===== src/rtl/poly_tone_synth.sv =====
// Multi-channel square-wave tone generator with per-channel attack/sustain/release
// envelope, stereo pan masks and saturating mix into signed 16-bit PCM.
module poly_tone_synth #(
  parameter int NUM_CH   = 4,
  parameter int DIV_W    = 22,
  parameter int VOL_W    = 3,
  parameter int ENV_MAX  = 15,
  parameter int ENV_TICK = 100000,
  parameter int AMP_UNIT = 64
) (
  input  logic                    clk,
  input  logic                    rst,
  input  logic [VOL_W-1:0]        volume,
  input  logic [NUM_CH*DIV_W-1:0] ch_div,
  input  logic [NUM_CH-1:0]       ch_gate,
  input  logic [NUM_CH-1:0]       ch_pan_l,
  input  logic [NUM_CH-1:0]       ch_pan_r,
  output logic signed [15:0]      audio_left,
  output logic signed [15:0]      audio_right,
  output logic [NUM_CH-1:0]       ch_active
);

  localparam int PRE_W = (ENV_TICK > 1) ? $clog2(ENV_TICK) : 1;
  localparam int ENV_W = $clog2(ENV_MAX + 1);
  localparam int SUM_W = 16 + $clog2(NUM_CH) + 1;
  localparam logic signed [SUM_W-1:0] SAT_POS = SUM_W'(32767);
  localparam logic signed [SUM_W-1:0] SAT_NEG = -SAT_POS;

  typedef enum logic [1:0] {IDLE, ATTACK, SUSTAIN, RELEASE} env_state_t;

  logic [PRE_W-1:0]        presc;
  logic                    tick;
  logic signed [SUM_W-1:0] sample [NUM_CH];
  logic signed [SUM_W-1:0] sum_l;
  logic signed [SUM_W-1:0] sum_r;

  assign tick = (presc == PRE_W'(ENV_TICK - 1));

  always_ff @(posedge clk or posedge rst) begin
    if (rst) begin
      presc <= '0;
    end else if (tick) begin
      presc <= '0;
    end else begin
      presc <= presc + PRE_W'(1);
    end
  end

  for (genvar i = 0; i < NUM_CH; i++) begin : g_ch
    env_state_t       state;
    logic [ENV_W-1:0] env;
    logic [DIV_W-1:0] cnt;
    logic [DIV_W-1:0] div;
    logic             pol;
    logic             gate;
    logic             rest;
    logic [SUM_W-1:0] amp;

    assign div  = ch_div[i*DIV_W +: DIV_W];
    assign gate = ch_gate[i];
    assign rest = (div <= DIV_W'(1));

    // The >= compare lets a divider lowered below the running count wrap at once.
    always_ff @(posedge clk or posedge rst) begin
      if (rst) begin
        cnt <= '0;
        pol <= 1'b0;
      end else if (cnt >= div) begin
        cnt <= '0;
        pol <= ~pol;
      end else begin
        cnt <= cnt + DIV_W'(1);
      end
    end

    always_ff @(posedge clk or posedge rst) begin
      if (rst) begin
        state <= IDLE;
        env   <= '0;
      end else begin
        case (state)
          IDLE: begin
            if (gate) state <= ATTACK;
          end
          ATTACK: begin
            if (!gate) begin
              state <= RELEASE;
            end else if (env >= ENV_W'(ENV_MAX)) begin
              state <= SUSTAIN;
            end else if (tick) begin
              env <= env + ENV_W'(1);
              if (env + ENV_W'(1) == ENV_W'(ENV_MAX)) state <= SUSTAIN;
            end
          end
          SUSTAIN: begin
            if (!gate) state <= RELEASE;
          end
          RELEASE: begin
            if (gate) begin
              state <= ATTACK;
            end else if (env == '0) begin
              state <= IDLE;
            end else if (tick) begin
              env <= env - ENV_W'(1);
              if (env == ENV_W'(1)) state <= IDLE;
            end
          end
          default: state <= IDLE;
        endcase
      end
    end

    assign ch_active[i] = (state != IDLE);
    assign amp = SUM_W'(volume) * SUM_W'(env) * SUM_W'(AMP_UNIT);
    assign sample[i] = (rest || env == '0) ? '0 : (pol ? $signed(amp) : -$signed(amp));
  end

  always_comb begin
    sum_l = '0;
    sum_r = '0;
    for (int i = 0; i < NUM_CH; i++) begin
      if (ch_pan_l[i]) sum_l = sum_l + sample[i];
      if (ch_pan_r[i]) sum_r = sum_r + sample[i];
    end
  end

  // Symmetric clamp: -32768 is never produced.
  function automatic logic signed [15:0] saturate(input logic signed [SUM_W-1:0] s);
    if (s > SAT_POS) begin
      return 16'sd32767;
    end else if (s < SAT_NEG) begin
      return -16'sd32767;
    end else begin
      return s[15:0];
    end
  endfunction

  always_ff @(posedge clk or posedge rst) begin
    if (rst) begin
      audio_left  <= '0;
      audio_right <= '0;
    end else begin
      audio_left  <= saturate(sum_l);
      audio_right <= saturate(sum_r);
    end
  end

endmodule

===== config.mk =====
export PLATFORM = sky130hd
export DESIGN_NAME = poly_tone_synth
export DESIGN_NICKNAME = d
export VERILOG_FILES = /design/src/rtl/poly_tone_synth.sv
export SDC_FILE = /design/constraint.sdc
export NUM_CORES = 1
export LEC_CHECK = 0
export ABC_CLOCK_PERIOD_IN_PS = 14100
export BUFFER_PORTS_ARGS = -buffer_cell sky130_fd_sc_hd__buf_2
export CAP_MARGIN = 0
export CORE_MARGIN = 4
export CORE_UTILIZATION = 59
export DETAILED_ROUTE_END_ITERATION = 10
export GPL_ROUTABILITY_DRIVEN = 1
export GPL_TIMING_DRIVEN = 0
export PLACE_DENSITY = 0.79
export SETUP_SLACK_MARGIN = 0.15
export SLEW_MARGIN = 20
export SYNTH_ARGS = -nofsm -noshare
export SYNTH_HDL_FRONTEND = slang
export SYNTH_SLANG_ARGS = --single-unit

===== constraint.sdc =====
create_clock -name clk -period 14.1 [get_ports clk]
set_input_delay 2.115 -clock clk [delete_from_list [all_inputs] [get_ports clk]]
set_output_delay 2.115 -clock clk [all_outputs]
set_load 0.1 [all_outputs]

; Word-level counts from Yosys, hierarchy flattened
; Index checks and enable logic that the tools add are counted.
[word_totals]
reg_bits = 165
word_cells = 260
[classes]
add_sub_neg = 23
n_mul = 4
order_cmp = 16
n_eq_ne = 69
n_mux = 97
bitwise = 4
reduce_logical = 28
[op_table]
columns = op, n
row1 = 19-bit 2-to-1 mux, 16
row2 = 19-bit adder, 6
row3 = 4-bit 2-to-1 mux, 24
row4 = 22-bit by 1-bit adder with 22-bit output (second input constant), 4
row5 = 22-bit greater-or-equal comparator, 4
row6 = 22-bit by 1-bit <= comparator with 1-bit output (second input constant), 4
row7 = 22-bit 2-to-1 mux, 4
row8 = 2-bit 2-to-1 mux, 40
row9 = 13-bit negator with 19-bit output, 4
row10 = 16-bit 2-to-1 mux, 4
row11 = 2-bit != test (second input constant), 32
row12 = 4-bit != test (second input constant), 16
row13 = 19-bit by 16-bit greater-than comparator with 1-bit output (second input constant), 2
row14 = 19-bit by 16-bit < comparator with 1-bit output (second input constant), 2
row15 = 2-bit case mux with 4 select lines, 4
row16 = 4-bit case mux with 2 select lines, 4
row17 = 3-bit by 4-bit multiplier with 7-bit output, 4
row18 = 7-bit AND reduction, 4
row19 = 6-bit AND reduction, 4
row20 = 17-bit by 1-bit adder with 17-bit output (second input constant), 1
row21 = 17-bit == test (second input constant), 1
row22 = 17-bit 2-to-1 mux, 1
row23 = 4-bit by 1-bit adder with 4-bit output (second input constant), 4
row24 = 2-bit == test (second input constant), 8
row25 = 10 further kinds, 44

; Longest topological paths before layout
[depth]
ltp_word = 14
mapped_depth = 36

; Worst setup path before layout
; No wires, ideal clock.
[synth_timing]
kind = in2reg
from = input port volume[0]
to = register audio_right[0]
setup_time_ps = 125
arrival_time_ps = 9159
t_required_ps = 13975
slack_ps = 4816
stages = 32
cell_sequence = buf_6 -> clkbuf_1 -> and2_1 -> fa_1 -> ha_1 -> fa_1 -> nor3b_1 -> or4bb_1 -> o2bb2ai_1 -> nor2_1 -> nor2_1 -> ha_1 -> o21a_1 -> o21ai_0 -> o21bai_1 -> a31o_2 -> xor2_1 -> a21o_1 -> ha_1 -> inv_1 -> o31ai_1 -> a21oi_1 -> nand3_1 -> nand2_1 -> ha_1 -> or3_1 -> o311a_1 -> o21ai_0 -> nand3b_1 -> xnor2_1 -> xor2_1 -> mux2_2
[synth_via]
elab_chain_len = 14
[synth_rtl]
columns = element, line_no
row1 = start: declaration, 13  ; input logic [VOL_W-1:0] volume,
row2 = 3-bit by 4-bit multiplier with 7-bit output, 114  ; assign amp = SUM_W'(volume) * SUM_W'(env) * SUM_W'(AMP_UNIT);
row3 = 13-bit negator with 19-bit output, 115  ; assign sample[i] = (rest || env == '0) ? '0 : (pol ? $signed(amp) : -$signed(amp));
row4 = 19-bit 2-to-1 mux (2 in a row), 115
row5 = 19-bit 2-to-1 mux, 123  ; if (ch_pan_r[i]) sum_r = sum_r + sample[i];
row6 = 19-bit adder, 123
row7 = 19-bit 2-to-1 mux, 123
row8 = 19-bit adder, 123
row9 = 19-bit 2-to-1 mux, 123
row10 = 19-bit adder, 123
row11 = 19-bit 2-to-1 mux *, 123
row12 = 19-bit by 16-bit < comparator with 1-bit output, 131  ; end else if (s < SAT_NEG) begin
row13 = 16-bit 2-to-1 mux, 131
row14 = 16-bit 2-to-1 mux *, 129  ; if (s > SAT_POS) begin
row15 = end signal: assignment, 144  ; audio_right <= saturate(sum_r);
row16 = end: declaration, 19  ; output logic signed [15:0] audio_right,
; Mark *: on every way between the ends. The rest lies on a longest branch, timed or not.
; A chain may end at the register's enable or synchronous reset.

; Final worst setup path
[layout_timing]
from = input port volume[1]
to = register audio_right[0]
; Same word-level chain as after synthesis.

==> report_table.html <==
<table>
<tr><th>Metric</th><th>Value</th></tr>
<tr><th colspan="2">Status</th></tr>
<tr><td>Status</td><td>finished clean</td></tr>
<tr><th colspan="2">Critical path</th></tr>
<tr><td>FF-to-FF Start</td><td>g_ch[0].env[2]</td></tr>
<tr><td>CP required</td><td>14.41 ns</td></tr>
<tr><td>Cell with the largest stage delay on the worst path</td><td>fa_1</td></tr>
<tr><td>Critical path class</td><td>in2reg</td></tr>
<tr><td>Crit-path max cell delay</td><td>0.53 ns</td></tr>
<tr><td>Crit. Startpoint</td><td>volume[1]</td></tr>
<tr><td>Endpoint type of the worst setup path</td><td>flip-flop</td></tr>
<tr><td>Worst R2R End</td><td>audio_right[0]</td></tr>
<tr><td>Most common cell on crit path</td><td>ha_1</td></tr>
<tr><td>Setup slack, reg-to-reg</td><td>5.30 ns</td></tr>
<tr><td>Critical path fanouts, max</td><td>10</td></tr>
<tr><td>Data arrival time of the critical path</td><td>10.77 ns</td></tr>
<tr><td>Worst r2r path cells</td><td>30</td></tr>
<tr><td>Worst setup SP type</td><td>primary input</td></tr>
<tr><th colspan="2">Clock tree</th></tr>
<tr><td>Sink count of the clock tree</td><td>157</td></tr>
<tr><td>CTS tree</td><td>yes</td></tr>
<tr><td>Cell at the root of the clock tree</td><td>clkbuf_16</td></tr>
<tr><td>Number of buffers added to fix hold violations after cts</td><td>0</td></tr>
<tr><td>Clk Latency, worst-skew pair</td><td>0.44 ns</td></tr>
<tr><td>Resized cells post-CTS</td><td>0</td></tr>
<tr><td>Maximum buffer depth of the clock tree</td><td>2</td></tr>
<tr><td>Number of H-tree levels</td><td>4</td></tr>
<tr><td>Cts bufs inserted</td><td>17</td></tr>
<tr><td>Clock slew at the register clock pins of the worst setup and hold paths</td><td>0.08 ns</td></tr>
<tr><td>Post-CTS setup buffer count</td><td>0</td></tr>
<tr><th colspan="2">Placement</th></tr>
<tr><td>Placed Instances</td><td>2,621</td></tr>
<tr><td>Minimum setup slack after placement</td><td>3.443 ns</td></tr>
<tr><td>Gp weighted congestion</td><td>0.9733</td></tr>
<tr><td>Area of placed instances</td><td>18,290 um2</td></tr>
<tr><td>Count of buffers inserted at the top-level ports</td><td>139</td></tr>
<tr><td>HPWL after DPL</td><td>34,760 um</td></tr>
<tr><th colspan="2">STA</th></tr>
<tr><td>Minimum period implied by the final worst setup slack</td><td>10.46 ns</td></tr>
<tr><td>Timing-limited maximum frequency</td><td>95.61 MHz</td></tr>
<tr><td>Worst Max-Slew Pin Slew</td><td>1.158 ns</td></tr>
<tr><td>Setup violation total in the final timing report</td><td>0</td></tr>
<tr><td>Pins Over Slew Limit</td><td>0</td></tr>
<tr><td>Hold Worst Slack</td><td>0.4783 ns</td></tr>
<tr><td>Worst clock skew</td><td>0.01230 ns</td></tr>
<tr><td>Post-route fraction of the period consumed by the critical path</td><td>0.7418</td></tr>
<tr><td>Relative slew margins</td><td>0.2224</td></tr>
<tr><td>Final total negative setup slack</td><td>0 ns</td></tr>
<tr><td>Hold violation count in the final report</td><td>0</td></tr>
<tr><td>Setup ws final</td><td>3.640 ns</td></tr>
<tr><td>RSZ-0062 raised after global routing</td><td>false</td></tr>
<tr><th colspan="2">Drt</th></tr>
<tr><td>Total iterations of the first detailed-routing run</td><td>8</td></tr>
<tr><td>Via count</td><td>15,860</td></tr>
<tr><td>Routed length on met3</td><td>2497 um</td></tr>
<tr><td>Met1 layer wirelength in the final routing</td><td>19,820 um</td></tr>
<tr><td>Total Routed Length</td><td>43,420 um</td></tr>
<tr><td>Met2 layer wire length in the routed design</td><td>20,390 um</td></tr>
<tr><td>Top Layer Used</td><td>met5</td></tr>
<tr><td>Avg Vias per Cell</td><td>5.975</td></tr>
<tr><td>Wire length per cell</td><td>16.36 um</td></tr>
<tr><td>DRT iter0 DRCs</td><td>1,301</td></tr>
<tr><td>DRC violations left</td><td>0</td></tr>
<tr><td>Antenna-violating nets left</td><td>0</td></tr>
<tr><th colspan="2">GRT</th></tr>
<tr><td>Pin count of the biggest net entering global routing</td><td>95</td></tr>
<tr><td>Total grt overflow</td><td>0</td></tr>
<tr><td>Vias in the first global route</td><td>15,090</td></tr>
<tr><td>Global-route wire length before repair</td><td>72,640 um</td></tr>
<tr><td>Initial antenna violation count</td><td>3</td></tr>
<tr><td>Total routing resource utilization after global routing</td><td>0.2742</td></tr>
<tr><th colspan="2">Cells and area</th></tr>
<tr><td>Most common cell after layout, fill and taps aside</td><td>nor2_1</td></tr>
<tr><td>Number of fillers in the final layout</td><td>2,451</td></tr>
<tr><td>Area occupied by multi-input gates</td><td>12,080 um2</td></tr>
<tr><td>Relative area change from synthesis to final layout</td><td>10.67%</td></tr>
<tr><td>Final std cells w/o fill</td><td>2,654</td></tr>
<tr><td>Register Area</td><td>3929 um2</td></tr>
<tr><td>Ratio of cells with drive above 1 in the final layout</td><td>0.1062</td></tr>
<tr><td>Final net count</td><td>2,606</td></tr>
<tr><td>Top library cells by usage in the layout, fill and taps aside</td><td>nor2_1 (230), ha_1 (227), inv_1 (191)</td></tr>
<tr><td>Finished layout cell area</td><td>18,900 um2</td></tr>
<tr><th colspan="2">Yosys</th></tr>
<tr><td>Instance count of the mapped netlist</td><td>2,097</td></tr>
<tr><td>Synthesis warning total</td><td>0</td></tr>
<tr><td>Post-synth cell types</td><td>90</td></tr>
<tr><td>Post-Syn Area per Cell</td><td>8.144 um2</td></tr>
<tr><td>Fraction of synthesis flops using an asynchronous set or reset pin</td><td>1.000</td></tr>
<tr><td>Number of enable-type register cells in the synthesized netlist</td><td>0</td></tr>
<tr><td>Post-synthesis sequential area ratio</td><td>0.2301</td></tr>
<tr><td>Top flip-flop cell by instance count after synthesis</td><td>dfrtp_1</td></tr>
<tr><td>Syn_nets</td><td>2,447</td></tr>
<tr><td>Post-synth design cell area</td><td>17,080 um2</td></tr>
<tr><td>Seq cells post-synth</td><td>157</td></tr>
<tr><th colspan="2">Floorplanning</th></tr>
<tr><td>Die Wd</td><td>178.1 um</td></tr>
<tr><td>Initial Util</td><td>0.5966</td></tr>
<tr><td>Number of I/O pins</td><td>141</td></tr>
<tr><td>Overall die area</td><td>31,730 um2</td></tr>
<tr><td>Number of rows created at floorplan</td><td>62</td></tr>
<tr><td>Area of the core region</td><td>28,630 um2</td></tr>
<tr><td>Floorplan die height</td><td>178.1 um</td></tr>
<tr><th colspan="2">Pwr</th></tr>
<tr><td>Power per cell area</td><td>108.6 nW/um2</td></tr>
<tr><td>Leak pwr</td><td>9.418 nW</td></tr>
<tr><td>Peak supply drop</td><td>0.08915 mV</td></tr>
<tr><th colspan="2">Worst hold path</th></tr>
<tr><td>Tightest Hold Check Type</td><td>reg2reg</td></tr>
<tr><td>Hold depth</td><td>1</td></tr>
<tr><td>Worst hold endpoint</td><td>presc[4]</td></tr>
<tr><td>Startpoint of the most critical hold path</td><td>presc[4]</td></tr>
<tr><th colspan="2">Flow run</th></tr>
<tr><td>Max-cap violations</td><td>0</td></tr>
</table>
[routing by layer]
metal / vias up / GRT usage
li1: 7775 / -
met1: 7556 / 0.3835
met2: 461 / 0.4578
met3: 61 / 0.03179
met4: 4 / 0.06188
met5: - / 0
[flip-flops by register name, summed over array words and instances, names as in the netlist]
signal       cells
audio_left      12
audio_right     12
g_ch.state       8
g_ch.env        16
g_ch.pol         4
presc           17
g_ch.cnt        88
[worst max-delay path: cells and delay by family]
| kind | cells | cell delay (ns) |
|---|---|---|
| compound gates | 12 | 3.27 |
| xor+xnor | 2 | 0.37 |
| fa+ha+maj | 6 | 2.19 |
| buf+inv | 2 | 0.64 |
| mux | 1 | 0.30 |
| simple gates | 8 | 1.85 |
[report_power, final]
| group | switching [mW] | internal (mW) | total [mW] |
|---|---|---|---|
| registers | 0.0409 | 0.504 | 0.545 |
| logic | 0.715 | 0.329 | 1.04 |
| clock network | 0.226 | 0.239 | 0.465 |
| total | 0.981 | 1.07 | 2.05 |
[per-stage QoR]
step                        util  total power, mW
final                     0.6602            2.053
after global routing      0.6602            2.177
after CTS                 0.6599            2.056
after detailed placement  0.6389            1.585
after global placement    0.6377            1.555
after floorplan                -            1.378
[cells in the mapped netlist, drive strengths merged (16+ instances only)]
library cell / instances / share of area
a21o: 61 / 0.027
fa: 18 / 0.021
dfrtp: 157 / 0.23
buf: 16 / 0.0062
a31oi: 17 / 0.0062
nor4: 33 / 0.012
ha: 227 / 0.17
nand2: 142 / 0.031
xor2: 93 / 0.048
a21oi: 105 / 0.031
xnor2: 82 / 0.042
inv: 192 / 0.042
a211oi: 35 / 0.015
nand3: 70 / 0.021
mux2i: 20 / 0.012
nand4: 38 / 0.014
nand2b: 24 / 0.0088
and3: 27 / 0.0099
o21a: 31 / 0.014
and2: 33 / 0.012
nor3: 71 / 0.022
clkbuf: 57 / 0.014
nor2: 230 / 0.051
o21ai: 77 / 0.023
nor2b: 19 / 0.0074
[final cells by class]
type                            instances  area share
Buffer                                 74     0.01854
Tap cell                              384     0.02542
Multi-Input combinational cell       1673      0.6392
Sequential cell                       157      0.2079
Clock buffer                           18     0.02271
Inverter                              193     0.03873
Timing Repair Buffer                  140     0.03827
Clock inverter                         14    0.009136
Antenna cell                            1   0.0001324
[logic make-up (layout without fill, tap and decap cells)]
family	count (synthesis)	count (layout)	share of synthesized area
AND/OR/NAND/NOR	750	750	0.2166
AO/OA/AOI/OAI	467	467	0.1903
buffers and inverters	267	439	0.06293
adder cells (fa/ha/maj)	245	245	0.1874
XOR/XNOR	176	176	0.09107
flip-flops	157	157	0.2301
multiplexers	35	35	0.02161
other	0	1	0
[worst max path at each step]
stage / endpoint / depth (start not counted)
after global routing: audio_right[8] / 32
after CTS: audio_right[0] / 31
after global placement: audio_right[0] / 31
after detailed placement: audio_right[0] / 31
after floorplan: audio_right[0] / 32
final: audio_right[0] / 31
No activity file was read; power rests on OpenSTA's default activity.
